## config.mk

```make
export PLATFORM = sky130hd
export DESIGN_NAME = flag_cond_unit
export DESIGN_NICKNAME = d
export VERILOG_FILES = /design/src/rtl/flag_cond_unit_pkg.sv /design/src/rtl/flag_cond_unit_cond_eval.sv /design/src/rtl/flag_cond_unit.sv
export SDC_FILE = /design/constraint.sdc
export NUM_CORES = 1
export LEC_CHECK = 0
export BUFFER_PORTS_ARGS = -buffer_cell sky130_fd_sc_hd__buf_4
export CORE_MARGIN = 2
export CORE_UTILIZATION = 52
export CTS_BUF_LIST = sky130_fd_sc_hd__clkbuf_8
export DETAILED_ROUTE_END_ITERATION = 10
export GPL_TIMING_DRIVEN = 0
export HOLD_SLACK_MARGIN = 0.12
export PLACE_DENSITY = 0.81
export SETUP_SLACK_MARGIN = 0.1
export SLEW_MARGIN = 15
export SYNTH_ARGS = -nofsm -noshare
export SYNTH_HDL_FRONTEND = slang
export SYNTH_SLANG_ARGS = --single-unit
export TNS_END_PERCENT = 1
```

## constraint.sdc

```tcl
create_clock -name clk -period 6.5 [get_ports clk]
set_clock_uncertainty 0.2 [all_clocks]
set_input_delay 1.3 -clock clk [delete_from_list [all_inputs] [get_ports clk]]
set_output_delay 1.3 -clock clk [all_outputs]
set_load 0.03 [all_outputs]
```

## src/rtl/flag_cond_unit_pkg.sv

```systemverilog
// Shared definitions for the flag register / condition-code unit and branch logic.
// Condition-code encodings and flag bit positions within {n,c,v,z}.
package flag_cond_unit_pkg;

    localparam int unsigned FLAG_W = 4;
    localparam int unsigned COND_W = 4;

    localparam int unsigned FLAG_N = 3;
    localparam int unsigned FLAG_C = 2;
    localparam int unsigned FLAG_V = 1;
    localparam int unsigned FLAG_Z = 0;

    localparam logic [COND_W-1:0] COND_EQ = 4'd0;
    localparam logic [COND_W-1:0] COND_NE = 4'd1;
    localparam logic [COND_W-1:0] COND_CS = 4'd2;
    localparam logic [COND_W-1:0] COND_CC = 4'd3;
    localparam logic [COND_W-1:0] COND_MI = 4'd4;
    localparam logic [COND_W-1:0] COND_PL = 4'd5;
    localparam logic [COND_W-1:0] COND_VS = 4'd6;
    localparam logic [COND_W-1:0] COND_VC = 4'd7;
    localparam logic [COND_W-1:0] COND_HI = 4'd8;
    localparam logic [COND_W-1:0] COND_LS = 4'd9;
    localparam logic [COND_W-1:0] COND_GE = 4'd10;
    localparam logic [COND_W-1:0] COND_LT = 4'd11;
    localparam logic [COND_W-1:0] COND_GT = 4'd12;
    localparam logic [COND_W-1:0] COND_LE = 4'd13;
    localparam logic [COND_W-1:0] COND_AL = 4'd14;
    localparam logic [COND_W-1:0] COND_NV = 4'd15;

endpackage

```

## src/rtl/flag_cond_unit_cond_eval.sv

```systemverilog
// Combinational condition-code evaluator over the N,C,V,Z flags.
// Shared with the branch/select control.
module cond_eval
    import flag_cond_unit_pkg::*;
(
    input  logic [COND_W-1:0] cond,
    input  logic              n,
    input  logic              c,
    input  logic              v,
    input  logic              z,
    output logic              true_c
);

    always_comb begin
        true_c = 1'b0;
        case (cond)
            COND_EQ: true_c = z;
            COND_NE: true_c = !z;
            COND_CS: true_c = c;
            COND_CC: true_c = !c;
            COND_MI: true_c = n;
            COND_PL: true_c = !n;
            COND_VS: true_c = v;
            COND_VC: true_c = !v;
            COND_HI: true_c = c & !z;
            COND_LS: true_c = !c | z;
            COND_GE: true_c = (n == v);
            COND_LT: true_c = (n != v);
            COND_GT: true_c = !z & (n == v);
            COND_LE: true_c = z | (n != v);
            COND_AL: true_c = 1'b1;
            COND_NV: true_c = 1'b0;
            default: true_c = 1'b0;
        endcase
    end

endmodule

```

## src/rtl/flag_cond_unit.sv

```systemverilog
// Architectural flag register plus condition-query handshake and saturating taken counter.
// Optional FLAG_COND_STICKY_V_EN: sticky overflow bit with v_clr input.
module flag_cond_unit
    import flag_cond_unit_pkg::*;
#(
    parameter int unsigned CNT_W = 8
) (
    input  logic              clk,
    input  logic              rst,
`ifdef FLAG_COND_STICKY_V_EN
    input  logic              v_clr,
`endif
    input  logic              flag_we,
    input  logic              n_in,
    input  logic              c_in,
    input  logic              v_in,
    input  logic              z_in,
    input  logic              q_valid,
    output logic              q_ready,
    input  logic [COND_W-1:0] q_cond,
    output logic              r_valid,
    input  logic              r_ready,
    output logic              r_true,
    output logic [FLAG_W-1:0] flags_q,
    output logic [CNT_W-1:0]  taken_cnt
);

    localparam logic [CNT_W-1:0] CNT_MAX = {CNT_W{1'b1}};

    logic [FLAG_W-1:0] eff_flags;
    logic              accept;
    logic              eval_true;

    // Queries accepted alongside a flag write see the incoming flags.
    always_comb begin
        eff_flags = flags_q;
        if (flag_we) begin
            eff_flags[FLAG_N] = n_in;
            eff_flags[FLAG_C] = c_in;
            eff_flags[FLAG_Z] = z_in;
`ifdef FLAG_COND_STICKY_V_EN
            eff_flags[FLAG_V] = v_clr ? v_in : (flags_q[FLAG_V] | v_in);
`else
            eff_flags[FLAG_V] = v_in;
`endif
        end
    end

    cond_eval u_cond_eval (
        .cond   (q_cond),
        .n      (eff_flags[FLAG_N]),
        .c      (eff_flags[FLAG_C]),
        .v      (eff_flags[FLAG_V]),
        .z      (eff_flags[FLAG_Z]),
        .true_c (eval_true)
    );

    assign q_ready = !r_valid | r_ready;
    assign accept  = q_valid & q_ready;

    always_ff @(posedge clk or posedge rst) begin
        if (rst) begin
            flags_q <= '0;
        end else begin
            if (flag_we) begin
                flags_q[FLAG_N] <= n_in;
                flags_q[FLAG_C] <= c_in;
                flags_q[FLAG_Z] <= z_in;
            end
`ifdef FLAG_COND_STICKY_V_EN
            // Clear wins over a same-edge set.
            if (v_clr) begin
                flags_q[FLAG_V] <= 1'b0;
            end else if (flag_we) begin
                flags_q[FLAG_V] <= flags_q[FLAG_V] | v_in;
            end
`else
            if (flag_we) begin
                flags_q[FLAG_V] <= v_in;
            end
`endif
        end
    end

    // One-entry result register; drain and accept in the same cycle keep full rate.
    always_ff @(posedge clk or posedge rst) begin
        if (rst) begin
            r_valid <= 1'b0;
            r_true  <= 1'b0;
        end else if (accept) begin
            r_valid <= 1'b1;
            r_true  <= eval_true;
        end else if (r_valid && r_ready) begin
            r_valid <= 1'b0;
        end
    end

    always_ff @(posedge clk or posedge rst) begin
        if (rst) begin
            taken_cnt <= '0;
        end else if (accept && eval_true && (taken_cnt != CNT_MAX)) begin
            taken_cnt <= taken_cnt + CNT_W'(1);
        end
    end

endmodule

```

==> impl_metrics.toml, run 1 <==
[outcome]
status = "finished clean"

[sta]
min_period_ns = 3.25
fin_crit_sh_pct = 50.0
max_slew_margin_pct = 64.8
finalHoldViolCount = 0
worst_pin_slew_ns = 0.527
timing.setup.tns_ns = 0
grt_setup_unrepaired = "no"
fin_ws_ns = 3.25
fmax_ghz = 0.308
report.final.slew_viol_count = 0
setup_viol = 0

[critical_path]
crit_path_end_kind = "output port"
crit_arrival_ns = 1.75
cp.required_ns = 5.00
cp_max_fo = 3
critPathMaxStageDelay_ns = 0.18
rr_worst_depth = 7
crit_path_frequent_cell = "buf_4"
critPathLaunchType = "primary input"
critPathKind = "in -> out"
crit_chain = "buf_4 -> nand2b_1 -> buf_4"
reg2reg_slack_ns = 4.15
cp_slowest_cell = "buf_4"

[placement]
gp_congestion = 0.909
io_buffers = 23
place_area_mm2 = 0.00106
place_inst = 122
post-dp-hpwl_um = 1450
post-place-ws_ns = 3.08

[synthesis]
syn_avg_cell_area_um2 = 10.5
synth-seq-area-share_pct = 40.3
postSynthCellCount = 83
synth-edff-count = 0
ys_async_sr_fraction_pct = 100
syn-num-nets = 97
yosysWarnings = 0
syn_area_um2 = 868
yosys.cell_types.count = 37
synthFlopType = "dfrtp_1"
synth-seq-cells = 14

[detailed_routing]
avgViaCountPerCell = 5.98
top_layer = "met4"
drtAntennaViolNets = 0
drc_errors = 0
dr.pass1.iters = 4
wl_met1_um = 781
dr_wl_met3_um = 146
num_vias = 754
wl_um = 1910
dr.first_iter.drc_count = 22
post_drt_wl_per_cell_um = 15.2
routed-wl-met2_um = 947

[cts]
clock_sinks = 14
post_cts_buffers = 0
clock_latency_ns = 0.25
htree_levels = 1
cts_tree = "yes"
hold_buffers = 0
path_clk_slew_ns = 0.06
cts_buffers = 3
cts_resized = 0
clock_path_buffers = 2
root_buffer = "clkbuf_8"

[cells_and_area]
area_delta_synth_final_pct = 28.5
layout.nets = 125
utilization_pct = 72.4
insertedDiodeCount = 0
design_area_mm2 = 0.00112
instances_no_fill = 126
drive_above_1_share_pct = 33.6

[pwr]
clkPwrFrac_pct = 24.3
swShare_pct = 37.5
ir_drop_v = 0.000235
leakage_nw = 0.489
p_comb_share_pct = 39.3
power_switching_w = 0.000131
pwr-share-seq_pct = 36.4
powerDensity_mw_per_mm2 = 314
internal-power_w = 0.000219

[global_routing]
grt_pass1_wl_um = 3040
grt_overflow = 0
grt_pass1_vias = 673
grtUsageTotal_pct = 21.0
grt_max_degree = 15
antenna_found_initial = 0

[floorplanning]
die_area_mm2 = 0.00201
io_pins = 28
initial_utilization_pct = 56.3
rows = 14
die_h_um = 44.9
die_w_um = 44.9
core_area_mm2 = 0.00154

[worst_hold_path]
hold_path.class = "reg -> reg"
holdPathStages = 1

[flow_run]
drv_cap = 0
-- per-stage QoR --
stage / power [W] / hold slack, ns
final: 0.000350 / 0.284
after global routing: 0.000367 / 0.295
after CTS: 0.000354 / 0.288
after detailed placement: 0.000266 / 0.267
after global placement: 0.000262 / 0.262
after floorplan: 0.000217 / 0.470
-- cell usage after synthesis, types with 2 or more instances --
| library cell | n | area share, % |
|---|---|---|
| a311oi_1 | 2 | 2.0 |
| a41oi_1 | 2 | 2.0 |
| clkbuf_1 | 2 | 0.86 |
| dfrtp_1 | 14 | 40 |
| inv_1 | 5 | 2.2 |
| mux2_2 | 2 | 2.6 |
| mux2_4 | 2 | 3.5 |
| nand2_1 | 6 | 2.6 |
| nand2b_1 | 3 | 2.2 |
| nand3_1 | 4 | 2.3 |
| nand4b_1 | 2 | 2.0 |
| nor2_1 | 5 | 2.2 |
| nor4_1 | 3 | 2.2 |
| xnor2_1 | 8 | 8.1 |
-- flip-flops by register name, summed over array words and instances, names as in the netlist --
register / flops
taken_cnt: 8
flags_q: 4
r_true: 1
r_valid: 1
-- worst paths after layout --
kind / endpoint / from
worst max-delay path: q_ready / r_ready
min in group asynchronous: taken_cnt[2] / rst
worst max register to register: taken_cnt[1] / flags_q[0]
worst min register to register: r_true / r_true
max in group asynchronous: flags_q[1] / rst
worst min-delay path: r_true / r_true
-- placed cells by master, fill, tap and decap left out, types with 2 or more instances in the layout --
cell type	count
nand4b_1	2
clkbuf_1	2
a41oi_1	2
inv_1	5
nand2_1	6
xnor2_1	8
a311oi_1	2
nor4_1	3
clkbuf_8	4
mux2_4	2
buf_4	23
nor2_1	5
mux2_2	2
dfrtp_1	14
nand3_1	4
nand2b_1	3
-- cell type report --
| cell class | instances | area [um^2] |
|---|---|---|
| sequential | 14 | 350 |
| timing repair buffer | 23 | 173 |
| clock buffer | 4 | 55.1 |
| buffer | 4 | 23.8 |
| multi-input combinational | 60 | 475 |
| tap | 16 | 20.0 |
| fill | 116 | 425 |
| inverter | 5 | 18.8 |
-- power groups by stage --
stage	registers, W	logic (W)	clock network [W]
2_1_floorplan	0.000163	0.0000538	0
3_3_place_gp	0.000127	0.000134	0
3_5_place_dp	0.000128	0.000137	0
4_1_cts	0.000128	0.000139	0.0000877
5_1_grt	0.000131	0.000145	0.0000915
6_report	0.000127	0.000138	0.0000851
-- critical path, delay by kind of cell --
family,cells,cell delay [ns]
buffers and inverters,2,0.28
AND/OR/NAND/NOR,1,0.16
-- logic make-up (layout without fill, tap and decap cells) --
kind of cell / count (synthesis) / count (layout) / synth area share (%)
AND/OR/NAND/NOR: 31 / 31 / 20.8
buffers and inverters: 9 / 36 / 4.90
AO/OA/AOI/OAI: 14 / 14 / 16.1
adder cells (fa/ha/maj): 1 / 1 / 1.44
flip-flops: 14 / 14 / 40.3
multiplexers: 5 / 5 / 7.35
XOR/XNOR: 9 / 9 / 9.08
-- layer usage --
layer / up-vias / global-route usage [%]
met5: - / 0
li1: 357 / -
met4: 0 / 8.82
met2: 39 / 35.7
met1: 354 / 27.1
met3: 4 / 2.80
Note: power is estimated with default switching activity, not from simulation.
==> run 2, diff against run 1 <==
ABC_AREA = 1   (was default)
PLACE_DENSITY = 0.8   (was 0.81)
clock period = 3.05 ns   (was 6.5 ns; I/O delays follow)
==> run 2 against run 1 <==
Against the previous run:
- critical path depth up 6
- flip-flop and latch count unchanged
- cell area up 11%
- first-iteration DRC count up 23%
- hold slack worse by 0.063 ns
- highest routed layer unchanged
==> impl_metrics.toml, run 2 <==
[outcome]
status = "finished clean"

[floorplanning]
die_w_um = 46.6
die_h_um = 46.6
die_area_mm2 = 0.00217
core_area_mm2 = 0.00173
rows = 15
initial_utilization_pct = 54.7
io_pins = 28

[critical_path]
cp_max_fo = 10
crit_arrival_ns = 1.85
crit_chain = "buf_4 -> inv_2 -> nand2_1 -> nand2_2 -> inv_2 -> a31oi_2 -> nand3_4 -> nand2_1 -> nand2_1"
critPathKind = "in -> reg"
cp.required_ns = 2.98
cp_slowest_cell = "a31oi_2"
crit_path_frequent_cell = "nand2_1"
critPathMaxStageDelay_ns = 0.44
critPathLaunchType = "primary input"
crit_path_end_kind = "register"

[synthesis]
syn_area_um2 = 945
yosysWarnings = 0
yosysTopAreaCell = "dfrtp_1"
syn_avg_cell_area_um2 = 7.32
netlist_top_cells_area = "dfrtp_1, nand2_1, nand4_1"
synth_top_cell_area_share_pct = 37.1
syn-num-nets = 143
synth-edff-count = 0
synth-seq-area-share_pct = 37.1
synthFlopType = "dfrtp_1"
postSynthCellCount = 129
ys_async_sr_fraction_pct = 100
synth_most_common_cell = "nand2_1"
synth_common_cells = "nand2_1, dfrtp_1, inv_1"
yosys.cell_types.count = 23
synth-seq-cells = 14

[cells_and_area]
final_cell_mix = "nand2_1, buf_4, inv_1, dfrtp_1, nand4_1"
largest_reg_flops = 8
regArea_um2 = 350
largest_register = "taken_cnt"
final_common_cell = "nand2_1"
fillers = 147
multi_input_area_um2 = 531
largestRegisters = "taken_cnt: 8 flops, flags_q: 4 flops"
drive_above_1_share_pct = 29.4
layout.nets = 175
insertedDiodeCount = 0
area_delta_synth_final_pct = 30.6

[detailed_routing]
wl_um = 2190
dr.first_iter.drc_count = 27
post_drt_wl_per_cell_um = 11.8
drc_errors = 0
num_vias = 931
dr.pass1.iters = 4
avgViaCountPerCell = 5.03
drtAntennaViolNets = 0

[cts]
cts_buffers = 3
clock_path_buffers = 2
hold_buffers = 0
path_clk_slew_ns = 0.06
cts_tree = "yes"
root_buffer = "clkbuf_8"
post_cts_buffers = 0
clock_sinks = 14
clock_latency_ns = 0.24
htree_levels = 1
cts_resized = 0

[pwr]
powerDensity_mw_per_mm2 = 576
leakage_nw = 0.711
ir_drop_v = 0.000334
power_w = 0.000710

[sta]
fin_crit_sh_pct = 62.9
min_period_ns = 1.92
report.final.slew_viol_count = 0
max_slew_margin_pct = 60.8
worst_pin_slew_ns = 0.586
timing.setup.tns_ns = 0
grt_setup_unrepaired = "no"
finalHoldViolCount = 0
fmax_ghz = 0.522
setup_viol = 0

[placement]
post-dp-hpwl_um = 1670
io_buffers = 27
gp_congestion = 0.866

[global_routing]
grt_overflow = 0
grt_max_degree = 15
antenna_found_initial = 0
grtUsageTotal_pct = 23.4
grt_pass1_vias = 855
grt_pass1_wl_um = 3640

[worst_hold_path]
hold_path.class = "in -> async"

[flow_run]
drv_cap = 0
## run 2: cells by family after synthesis
family	share of synthesized area [%]
xor+xnor	5.56
buf+inv	6.75
fa+ha+maj	1.32
simple gates	44.1
flops	37.1
compound gates	5.17
## run 2: final cells by class
type,instances,area share [%]
clock buffers,4,4.46
inverters,17,5.17
multi-input cells,98,43.0
flip-flops and latches,14,28.4
well taps,25,2.54
repair buffers,27,16.4
## run 2: path summary, 6_finish.rpt
path / startpoint / endpoint / slack (ns) / cells after the start
worst max-delay path: flag_we / taken_cnt[1] / 1.13 / 9
worst min register to register: r_true / r_true / 0.29 / 2
worst max register to register: taken_cnt[0] / taken_cnt[1] / 1.13 / 6
min in group clk: r_true / r_true / 0.29 / 2
max in group asynchronous: rst / r_true / 2.06 / 2
worst min-delay path: rst / taken_cnt[1] / 0.22 / 2
## run 2: worst max-delay path: cells and delay by family
family                 cells  cell delay [ns]
AO/OA/AOI/OAI              1             0.44
AND/OR/NAND/NOR            5             0.52
buffers and inverters      3             0.29
## run 2: routing by layer
layer	global-route usage [%]	part of all wire, %	vias to the layer above
met2	38.9	47	27
met1	32.1	47	424
li1	-	-	478
met5	0	0	-
met4	3.33	0.50	0
met3	4.71	4.6	2
## run 2: power breakdown
part | leakage, nW | internal (W) | switching (W)
Combinational | 0.503 | 0.000101 | 0.000170
Clock | 0.0288 | 0.000114 | 0.0000675
Sequential | 0.180 | 0.000218 | 0.0000387
Total | 0.711 | 0.000434 | 0.000276
## run 2: stage by stage
step	cells	setup WS, ns	utilization, %	cell area, um^2	hold WS [ns]
after floorplan	129	1.03	-	945	0.299
after global placement	181	0.929	68.3	1180	0.268
after detailed placement	181	0.887	68.3	1180	0.274
after CTS	185	1.14	71.4	1230	0.233
after global routing	185	0.974	71.4	1230	0.276
final	185	1.13	71.4	1230	0.221
